### config.mk
export PLATFORM = sky130hd
export DESIGN_NAME = min_search_ctrl
export DESIGN_NICKNAME = d
export VERILOG_FILES = /design/src/rtl/min_search_pkg.sv /design/src/rtl/min_search_regs.sv /design/src/rtl/min_search_ctrl.sv
export SDC_FILE = /design/constraint.sdc
export NUM_CORES = 1
export LEC_CHECK = 0
export BUFFER_PORTS_ARGS = -buffer_cell sky130_fd_sc_hd__buf_2
export CAP_MARGIN = 5
export CELL_PAD_IN_SITES_DETAIL_PLACEMENT = 1
export CELL_PAD_IN_SITES_GLOBAL_PLACEMENT = 2
export CORE_UTILIZATION = 35
export CTS_CLUSTER_DIAMETER = 200
export CTS_CLUSTER_SIZE = 10
export DETAILED_ROUTE_END_ITERATION = 8
export HOLD_SLACK_MARGIN = 0.12
export PLACE_DENSITY_LB_ADDON = 0.15
export SYNTH_ARGS = -nofsm -noshare
export SYNTH_HDL_FRONTEND = slang
export SYNTH_SLANG_ARGS = --single-unit
### constraint.sdc
create_clock -name Clk -period 3.9 [get_ports Clk]
set_clock_uncertainty 0.2 [all_clocks]
set_input_delay 0.78 -clock Clk [delete_from_list [all_inputs] [get_ports Clk]]
set_output_delay 0.78 -clock Clk [all_outputs]
set_load 0.01 [all_outputs]
### src/rtl/min_search_pkg.sv
// Shared types and default widths for the minimum-search sequencer.
package min_search_pkg;

    localparam int unsigned DefDataW = 16;
    localparam int unsigned DefAddrW = 8;

    typedef enum logic [1:0] {
        StIdle,
        StRead,
        StDrain,
        StDone
    } min_state_t;

endpackage

### src/rtl/min_search_regs.sv
// Result registers: running minimum value, its address and the result-valid flag.
module min_search_regs import min_search_pkg::*; #(
    parameter int unsigned ADDR_W = DefAddrW,
    parameter int unsigned DATA_W = DefDataW
) (
    input  logic              clk_i,
    input  logic              rst_i,
    input  logic              clr_valid_i,
    input  logic              data_vld_i,
    input  logic              load_val_i,
    input  logic              load_addr_i,
    input  logic [DATA_W-1:0] rd_data_i,
    input  logic [ADDR_W-1:0] addr_dly_i,
    output logic [DATA_W-1:0] min_reg_o,
    output logic [ADDR_W-1:0] min_addr_o,
    output logic              min_valid_o
);

    logic [DATA_W-1:0] min_reg_d, min_reg_q;
    logic [ADDR_W-1:0] min_addr_d, min_addr_q;
    logic              min_valid_d, min_valid_q;

    // Comparator flags only count while the delayed read strobe marks real data.
    always_comb begin
        min_reg_d   = min_reg_q;
        min_addr_d  = min_addr_q;
        min_valid_d = min_valid_q;
        if (clr_valid_i) begin
            min_valid_d = 1'b0;
        end
        if (data_vld_i && load_val_i) begin
            min_reg_d   = rd_data_i;
            min_valid_d = 1'b1;
        end
        if (data_vld_i && load_addr_i) begin
            min_addr_d  = addr_dly_i;
            min_valid_d = 1'b1;
        end
    end

    always_ff @(posedge clk_i or posedge rst_i) begin
        if (rst_i) begin
            min_reg_q   <= '0;
            min_addr_q  <= '0;
            min_valid_q <= 1'b0;
        end else begin
            min_reg_q   <= min_reg_d;
            min_addr_q  <= min_addr_d;
            min_valid_q <= min_valid_d;
        end
    end

    assign min_reg_o   = min_reg_q;
    assign min_addr_o  = min_addr_q;
    assign min_valid_o = min_valid_q;

endmodule

### src/rtl/min_search_ctrl.sv
// Minimum-search sequencer: walks addresses 0..Length-1 and holds the result.
// Optional MIN_SEARCH_ABORT_EN adds an Abort input that cancels a running search.
module min_search_ctrl import min_search_pkg::*; #(
    parameter int unsigned ADDR_W = DefAddrW,
    parameter int unsigned DATA_W = DefDataW
) (
    input  logic              Clk,
    input  logic              Rst,
    input  logic              Start,
    input  logic [ADDR_W:0]   Length,
`ifdef MIN_SEARCH_ABORT_EN
    input  logic              Abort,
`endif
    output logic              Mem_Rd_En,
    output logic [ADDR_W-1:0] Mem_Addr,
    input  logic [DATA_W-1:0] Read_Data,
    output logic              Load_Min,
    input  logic              Load_Min_D,
    input  logic              Load_Addr,
    output logic [DATA_W-1:0] Min_Reg,
    output logic [ADDR_W-1:0] Min_Addr,
    output logic              Busy,
    output logic              Done,
    output logic              Min_Valid
);

    localparam logic [ADDR_W:0]   MaxLen  = {1'b1, {ADDR_W{1'b0}}};
    localparam logic [ADDR_W:0]   LenOne  = {{ADDR_W{1'b0}}, 1'b1};
    localparam logic [ADDR_W-1:0] AddrOne = {{(ADDR_W-1){1'b0}}, 1'b1};

    min_state_t        state_d, state_q;
    logic [ADDR_W:0]   len_d, len_q;
    logic [ADDR_W-1:0] addr_d, addr_q;
    logic [ADDR_W-1:0] addr_dly_d, addr_dly_q;
    logic              data_vld_d, data_vld_q;
    logic              first_d, first_q;
    logic              start_acc;
    logic              last_addr;
    logic              abort_hit;

`ifdef MIN_SEARCH_ABORT_EN
    assign abort_hit = Abort && ((state_q == StRead) || (state_q == StDrain));
`else
    assign abort_hit = 1'b0;
`endif

    assign start_acc = Start && (state_q == StIdle);
    assign last_addr = ({1'b0, addr_q} == (len_q - LenOne));

    always_ff @(posedge Clk or posedge Rst) begin
        if (Rst) begin
            state_q <= StIdle;
        end else begin
            state_q <= state_d;
        end
    end

    always_comb begin
        state_d = state_q;
        unique case (state_q)
            StIdle:  if (Start) state_d = (Length == '0) ? StDone : StRead;
            StRead:  if (last_addr) state_d = StDrain;
            StDrain: state_d = StDone;
            StDone:  state_d = StIdle;
            default: state_d = StIdle;
        endcase
        if (abort_hit) begin
            state_d = StIdle;
        end
    end

    always_comb begin
        Mem_Rd_En = (state_q == StRead);
        Mem_Addr  = addr_q;
        Busy      = (state_q != StIdle);
        Done      = (state_q == StDone);
        Load_Min  = data_vld_q && first_q;
    end

    // Counter parks at 0 after the last address so it never wraps past 2^ADDR_W-1.
    always_comb begin
        len_d      = len_q;
        addr_d     = addr_q;
        first_d    = first_q;
        if (start_acc) begin
            len_d   = (Length > MaxLen) ? MaxLen : Length;
            addr_d  = '0;
            first_d = 1'b1;
        end else if (state_q == StRead) begin
            addr_d = last_addr ? '0 : (addr_q + AddrOne);
        end
        if (data_vld_q) begin
            first_d = 1'b0;
        end
        if (abort_hit) begin
            addr_d  = '0;
            first_d = 1'b0;
        end
        data_vld_d = Mem_Rd_En && !abort_hit;
        addr_dly_d = addr_q;
    end

    always_ff @(posedge Clk or posedge Rst) begin
        if (Rst) begin
            len_q      <= '0;
            addr_q     <= '0;
            addr_dly_q <= '0;
            data_vld_q <= 1'b0;
            first_q    <= 1'b0;
        end else begin
            len_q      <= len_d;
            addr_q     <= addr_d;
            addr_dly_q <= addr_dly_d;
            data_vld_q <= data_vld_d;
            first_q    <= first_d;
        end
    end

    min_search_regs #(
        .ADDR_W (ADDR_W),
        .DATA_W (DATA_W)
    ) u_regs (
        .clk_i       (Clk),
        .rst_i       (Rst),
        .clr_valid_i (start_acc || abort_hit),
        .data_vld_i  (data_vld_q && !abort_hit),
        .load_val_i  (Load_Min_D),
        .load_addr_i (Load_Addr),
        .rd_data_i   (Read_Data),
        .addr_dly_i  (addr_dly_q),
        .min_reg_o   (Min_Reg),
        .min_addr_o  (Min_Addr),
        .min_valid_o (Min_Valid)
    );

endmodule

Word level (Yosys, flattened, before mapping)

Index checks and enable logic that the tools add are counted.

Input bits: 30
Bits in registers: 54
Output and inout bits: 37

Muxes and demuxes: 13
Reductions and logical operators: 11
$lt $le $gt $ge: 1
Equality and inequality tests: 6
Add/sub/neg operators: 2

Operators by type and width:

| cell                                              | count |
|---|---|
| two-way mux 8 bit                                 | 3 |
| == test 8 x 9 -> 1 bit                            | 1 |
| > comparator 9 bit (second input constant)        | 1 |
| logical NOT 9 bit                                 | 1 |
| two-way mux 9 bit                                 | 1 |
| subtractor 9 x 1 -> 9 bit (second input constant) | 1 |
| adder 8 x 1 -> 8 bit (second input constant)      | 1 |
| case mux 2 bit (4 select lines)                   | 1 |
| two-way mux 2 bit                                 | 3 |
| nonzero test 2 bit                                | 3 |
| two-way mux 1 bit                                 | 5 |
| == test 2 bit (second input constant)             | 2 |
| logical AND 1 bit                                 | 4 |
| nonzero test 3 bit                                | 1 |
| == test 2 x 1 -> 1 bit (second input constant)    | 1 |
| logical NOT 2 bit                                 | 1 |
| != test 2 x 1 -> 1 bit (second input constant)    | 1 |
| != test 2 bit (second input constant)             | 1 |
| AND reduction 2 bit                               | 1 |

Longest topological paths before layout

Depth after elaboration: 5
Depth in mapped cells: 10
Depth with buffers taken out: 9

Modules after synthesis

A second synthesis with hierarchy kept.

Cell total of the unflattened synthesis: 228
Area total of the unflattened synthesis: 2618.8 um^2

By module, submodules not included:

| module          | instances | cells each | area each (um^2) |
|---|---|---|---|
| min_search_ctrl | 1         | 172        | 1630.3 |
| min_search_regs | 1         | 56         | 988.4 |

Worst setup path before layout

No wires, ideal clock.

Path type: flip-flop to flip-flop
From: reg len_q[2]
To: reg addr_q[2] (netlist: Mem_Addr[2])
Setup slack: 1327 ps
Stages on the path, launching flop included: 9
Data required time: 3562 ps
Library setup time: 138 ps
Path buffers: 2
Data arrival time: 2235 ps
Period minus slack after synthesis: 2573 ps
Path through: dfrtp_1 buf_6 or4_4 or4_1 and3_1 nor4_2 and2_1 buf_6 nor4_1

Word-level cells in the longest chain between the ends: 5

RTL lines:

| element                   | RTL line               | RTL |
|---|---|---|
| start, declared           | min_search_ctrl.sv:32  | `logic [ADDR_W:0] len_d, len_q;` |
| start signal, assigned    | min_search_ctrl.sv:111 | `len_q <= len_d;` |
| subtractor 9 x 1 -> 9 bit | min_search_ctrl.sv:48  | `assign last_addr = ({1'b0, addr_q} == (len_q - LenOne));` |
| == test 8 x 9 -> 1 bit    | min_search_ctrl.sv:48  |  |
| two-way mux 8 bit         | min_search_ctrl.sv:90  | `addr_d = last_addr ? '0 : (addr_q + AddrOne);` |
| two-way mux 8 bit         | min_search_ctrl.sv:89  | `end else if (state_q == StRead) begin` |
| two-way mux 8 bit         | min_search_ctrl.sv:85  | `if (start_acc) begin` |
| end signal, assigned      | min_search_ctrl.sv:112 | `addr_q <= addr_d;` |
| end, declared             | min_search_ctrl.sv:33  | `logic [ADDR_W-1:0] addr_d, addr_q;` |

Every way passes these cells. The select of a mux whose other input is x is not followed.
A chain may end at the register's enable or synchronous reset.

Final worst setup path

From: reg len_q[2]
To: reg addr_q[7] (netlist: Mem_Addr[7])

The elaborated chain is that of the path after synthesis.

==> reports/qor.txt <==
OUTCOME
------------------------------------------------------------------------------------------------------
Status                                                                                    finished, final reports clean

DETAILED ROUTING
------------------------------------------------------------------------------------------------------
Uppermost layer routed                                                                            met4
Detail Route met3 WL                                                                            184 µm
Wire length reported by the detailed router                                                   4.922 mm
Average detailed-routed wire length per instance                                              14.10 µm
Routed length on met1                                                                         2.317 mm
Number of vias in the routed layout                                                               1728
Number of search-and-repair iterations in the first detailed-routing pass                            4
Final routed DRC violation total                                                                     0
1st-iter DRT viols                                                                                  37
Detailed route wirelength on metal2                                                           2.367 mm
Drt via density                                                                                  4.951
Final ANT Viol Nets                                                                                  0

GLOBAL ROUTING
------------------------------------------------------------------------------------------------------
Remaining global-route overflow                                                                      0
Antenna violations before repair                                                                     0
First-pass GRT wire length                                                                    8.349 mm
Overall track demand over capacity in global routing                                            14.83%
Pin count of the biggest net entering global routing                                                35
Number of global-route vias before repair                                                         1734

FLOORPLAN
------------------------------------------------------------------------------------------------------
Overall die height                                                                            85.07 µm
Core region area                                                                              6495 µm²
I/O pin cnt                                                                                         67
Floorplan die width                                                                           85.07 µm
Initial Util                                                                                    37.18%
Standard-cell row count                                                                             29
Overall die area                                                                              7236 µm²

YOSYS
------------------------------------------------------------------------------------------------------
Register area share after synthesis                                                             55.96%
Share of synthesized flip-flops with an asynchronous set or reset                               100.0%
Area share of fa/ha/maj cells after synthesis                                                   3.627%
EDFF count, synth                                                                                    0
Net Count, Synth                                                                                   240
Main synth FF type                                                                             dfrtp_1
Most instantiated library cell after synthesis                                                 dfrtp_1
Synth area leaders                                                                        dfrtp_1, mux2_2, ha_1
Warning count from the yosys run                                                                     0
Share of the synthesized area in the top cell type                                              55.96%
Synth Register Bits                                                                                 54
Main combinational cell family by area after synthesis                                    simple AND/OR/NAND/NOR gates
Fraction of the mapped netlist area in compound gates                                           4.974%
Number of standard cells after synthesis                                                           203
Xor-xnor portion of the synthesized cell area                                                   4.715%
Cell type with the largest total area after synthesis                                          dfrtp_1
Number of distinct standard cells referenced by the synthesized netlist                             35
Mapped Avg Cell Area                                                                         11.90 µm²
Post-Synthesis Cell Area                                                                      2415 µm²
Simple logic cell fraction of the synthesized area                                              15.75%
Mux cell area share after synthesis                                                             12.02%
Cell types with the highest counts after synthesis                                        dfrtp_1, mux2_2, nand2_1

PLACE
------------------------------------------------------------------------------------------------------
GPL Wtd Cong                                                                                    0.8025
Count of input and output buffers                                                                   66
Placed cell area                                                                              2811 µm²
Pre-CTS WS                                                                                    1.066 ns
HPWL reported at the end of detailed placement                                                3.740 mm
Post-Place Cells                                                                                   341

POWER AND IR DROP
------------------------------------------------------------------------------------------------------
Maximum resistive drop on vdd                                                                0.2719 mV
Leakage Power                                                                                 1.486 nW
Pwr dens                                                                                  718.0 nW/µm²
Total Power                                                                                   2.100 mW

CRITICAL PATH
------------------------------------------------------------------------------------------------------
Peak per-stage delay on the critical path                                                      0.58 ns
Kind of cell with the highest combined delay on the critical path                         simple AND/OR/NAND/NOR gates
Crit Path Category                                                                             reg2reg
Endpoint type of the worst setup path                                                         register
Series of cell instances along the critical path                                          or4_4 > or4_1 > and3_1 > nor4_2 > and2_1 > nor3_1
CP max-delay cell                                                                                or4_4
WP buf/inv                                                                                           0
Arrival @ worst endpoint                                                                       2.81 ns
Data required time at the worst endpoint                                                       3.86 ns
Maximum fanout along the worst path                                                                  8
Launch point of the critical path                                                             len_q[2]
Startpoint Class                                                                              register
Beginning of the worst register-to-register path                                              len_q[2]

CTS
------------------------------------------------------------------------------------------------------
Number of buffers inserted by post-CTS setup repair                                                  0
Maximum number of buffers from clock root to sink                                                    2
Number of sinks driven by the clock tree                                                            54
Insertion delay of the later-clocked pin in the worst-skew pair                                0.30 ns
Number of buffers inserted for hold repair after clock tree synthesis                                0
CTS tree                                                                                           yes
CTS Root Cell                                                                                 clkbuf_8
H-tree levels                                                                                        2
Post-CTS sizing                                                                                      0
Clock transition at the register clock pins on the worst setup and hold paths after CTS        0.10 ns
TritonCTS buffer count                                                                               5

TIMING
------------------------------------------------------------------------------------------------------
FMAX                                                                                         351.0 MHz
Number of setup violations in the final report                                                       0
Worst-margin pin slew                                                                        0.6937 ns
Total Negative Setup Slacks                                                                       0 ns
Final Hold Viols                                                                                     0
Post-layout minimum cycle time                                                                2.849 ns
RSZ-0062 raised after global routing                                                                no
Hold Worst Slack                                                                             0.2806 ns
Final critical-path share of the clock period                                                   73.05%
Max-slew violation total from the final report                                                       0
Final Worst Setup Slack                                                                       1.051 ns
Relative max-transition margin                                                                  53.64%

HOLD PATH
------------------------------------------------------------------------------------------------------
Beginning of the worst hold path                                                            data_vld_q
Worst min-delay path class                                                                     reg2reg

LAYOUT
------------------------------------------------------------------------------------------------------
Final design instance area without fill                                                       2924 µm²
Layout Area Growth over Synthesis                                                               21.09%
Total of fill cells in the finished design                                                         727
Final Instance Count excl. Fillers                                                                 349
Fin nets                                                                                           308
Antenna diode count                                                                                  0
Share of the core filled with cells                                                             45.02%
Layout cells sized above 1                                                                      38.97%

FLOW RUN
------------------------------------------------------------------------------------------------------
Number of violations of the max-capacitance limit                                                    0

[cell usage in the layout (no fill, tap or decap), drive strengths merged, types with 2 or more instances in the layout]
master	Yosys	routed
buf	2	67
dfrtp	54	54
mux2	24	24
nand2	19	19
inv	9	10
nand3b	9	9
xnor2	8	8
nor2	8	8
o21ai	8	8
nor3	8	8
ha	7	7
xor2	5	5
clkbuf	4	5
and3	4	4
nand3	4	4
and2	3	3
a21oi	3	3
or4	3	3
nor4	3	3
a31oi	2	2
nor3b	2	2
nand4	2	2
mux2i	2	2
[flip-flops by register name, summed over array words and instances, names as in the netlist]
| signal | flops |
|---|---|
| state_q | 2 |
| data_vld_q | 1 |
| len_q | 9 |
| first_q | 1 |
| u_regs.min_valid_o | 1 |
| Mem_Addr | 8 |
| u_regs.min_addr_o | 8 |
| u_regs.min_reg_o | 16 |
| addr_dly_q | 8 |
[final timing paths]
check                                       to  slack, ns  cells past startpoint
max in group asynchronous        addr_dly_q[2]       2.39                      3
min                                    first_q       0.28                      1
max                                Mem_Addr[7]       1.05                      6
max reg2reg                        Mem_Addr[7]       1.05                      6
min reg2reg                            first_q       0.28                      1
min in group asynchronous  u_regs.min_reg_o[5]       0.37                      2
[worst register-to-register path, delay by kind of cell, from the launching register on]
kind / cells / cell delay (ns)
and+or+nand+nor: 6 / 2.03
DFF: 1 / 0.48
[kinds of logic (layout without fill, tap and decap cells)]
family,Yosys count,count (layout)
and+or+nand+nor,69,69
muxes,26,26
adders and majority gates,7,7
xor gates and xnor gates,13,13
buffers and inverters,15,84
DFF,54,54
AOI/OAI and AO/OA,19,19
[where the power goes]
part | switching [mW] | internal [mW] | total [mW] | leakage, nW
Combinational | 0.435 | 0.405 | 0.840 | 0.734
Sequential | 0.133 | 0.747 | 0.879 | 0.693
Clock | 0.187 | 0.193 | 0.380 | 0.0585
[layout make-up]
cell class              instances  area, µm²  share of cell area (%)
repair buffers                 67      337.8                   11.55
clock buffers                   5      68.82                   2.353
multi-input cells             134      992.2                   33.93
well taps                      77      96.34                   3.295
clock inverters                 3      43.79                   1.498
inverters                       9      33.78                   1.155
flip-flops and latches         54       1351                   46.21
[per-layer routing]
layer | track usage [%] | vias to the layer above
met1 | 19.19 | 848
met4 | 3.698 | 0
met3 | 3.210 | 5
met5 | 0 | -
met2 | 25.37 | 33
li1 | - | 842
Power figures use the tool's default switching activity.
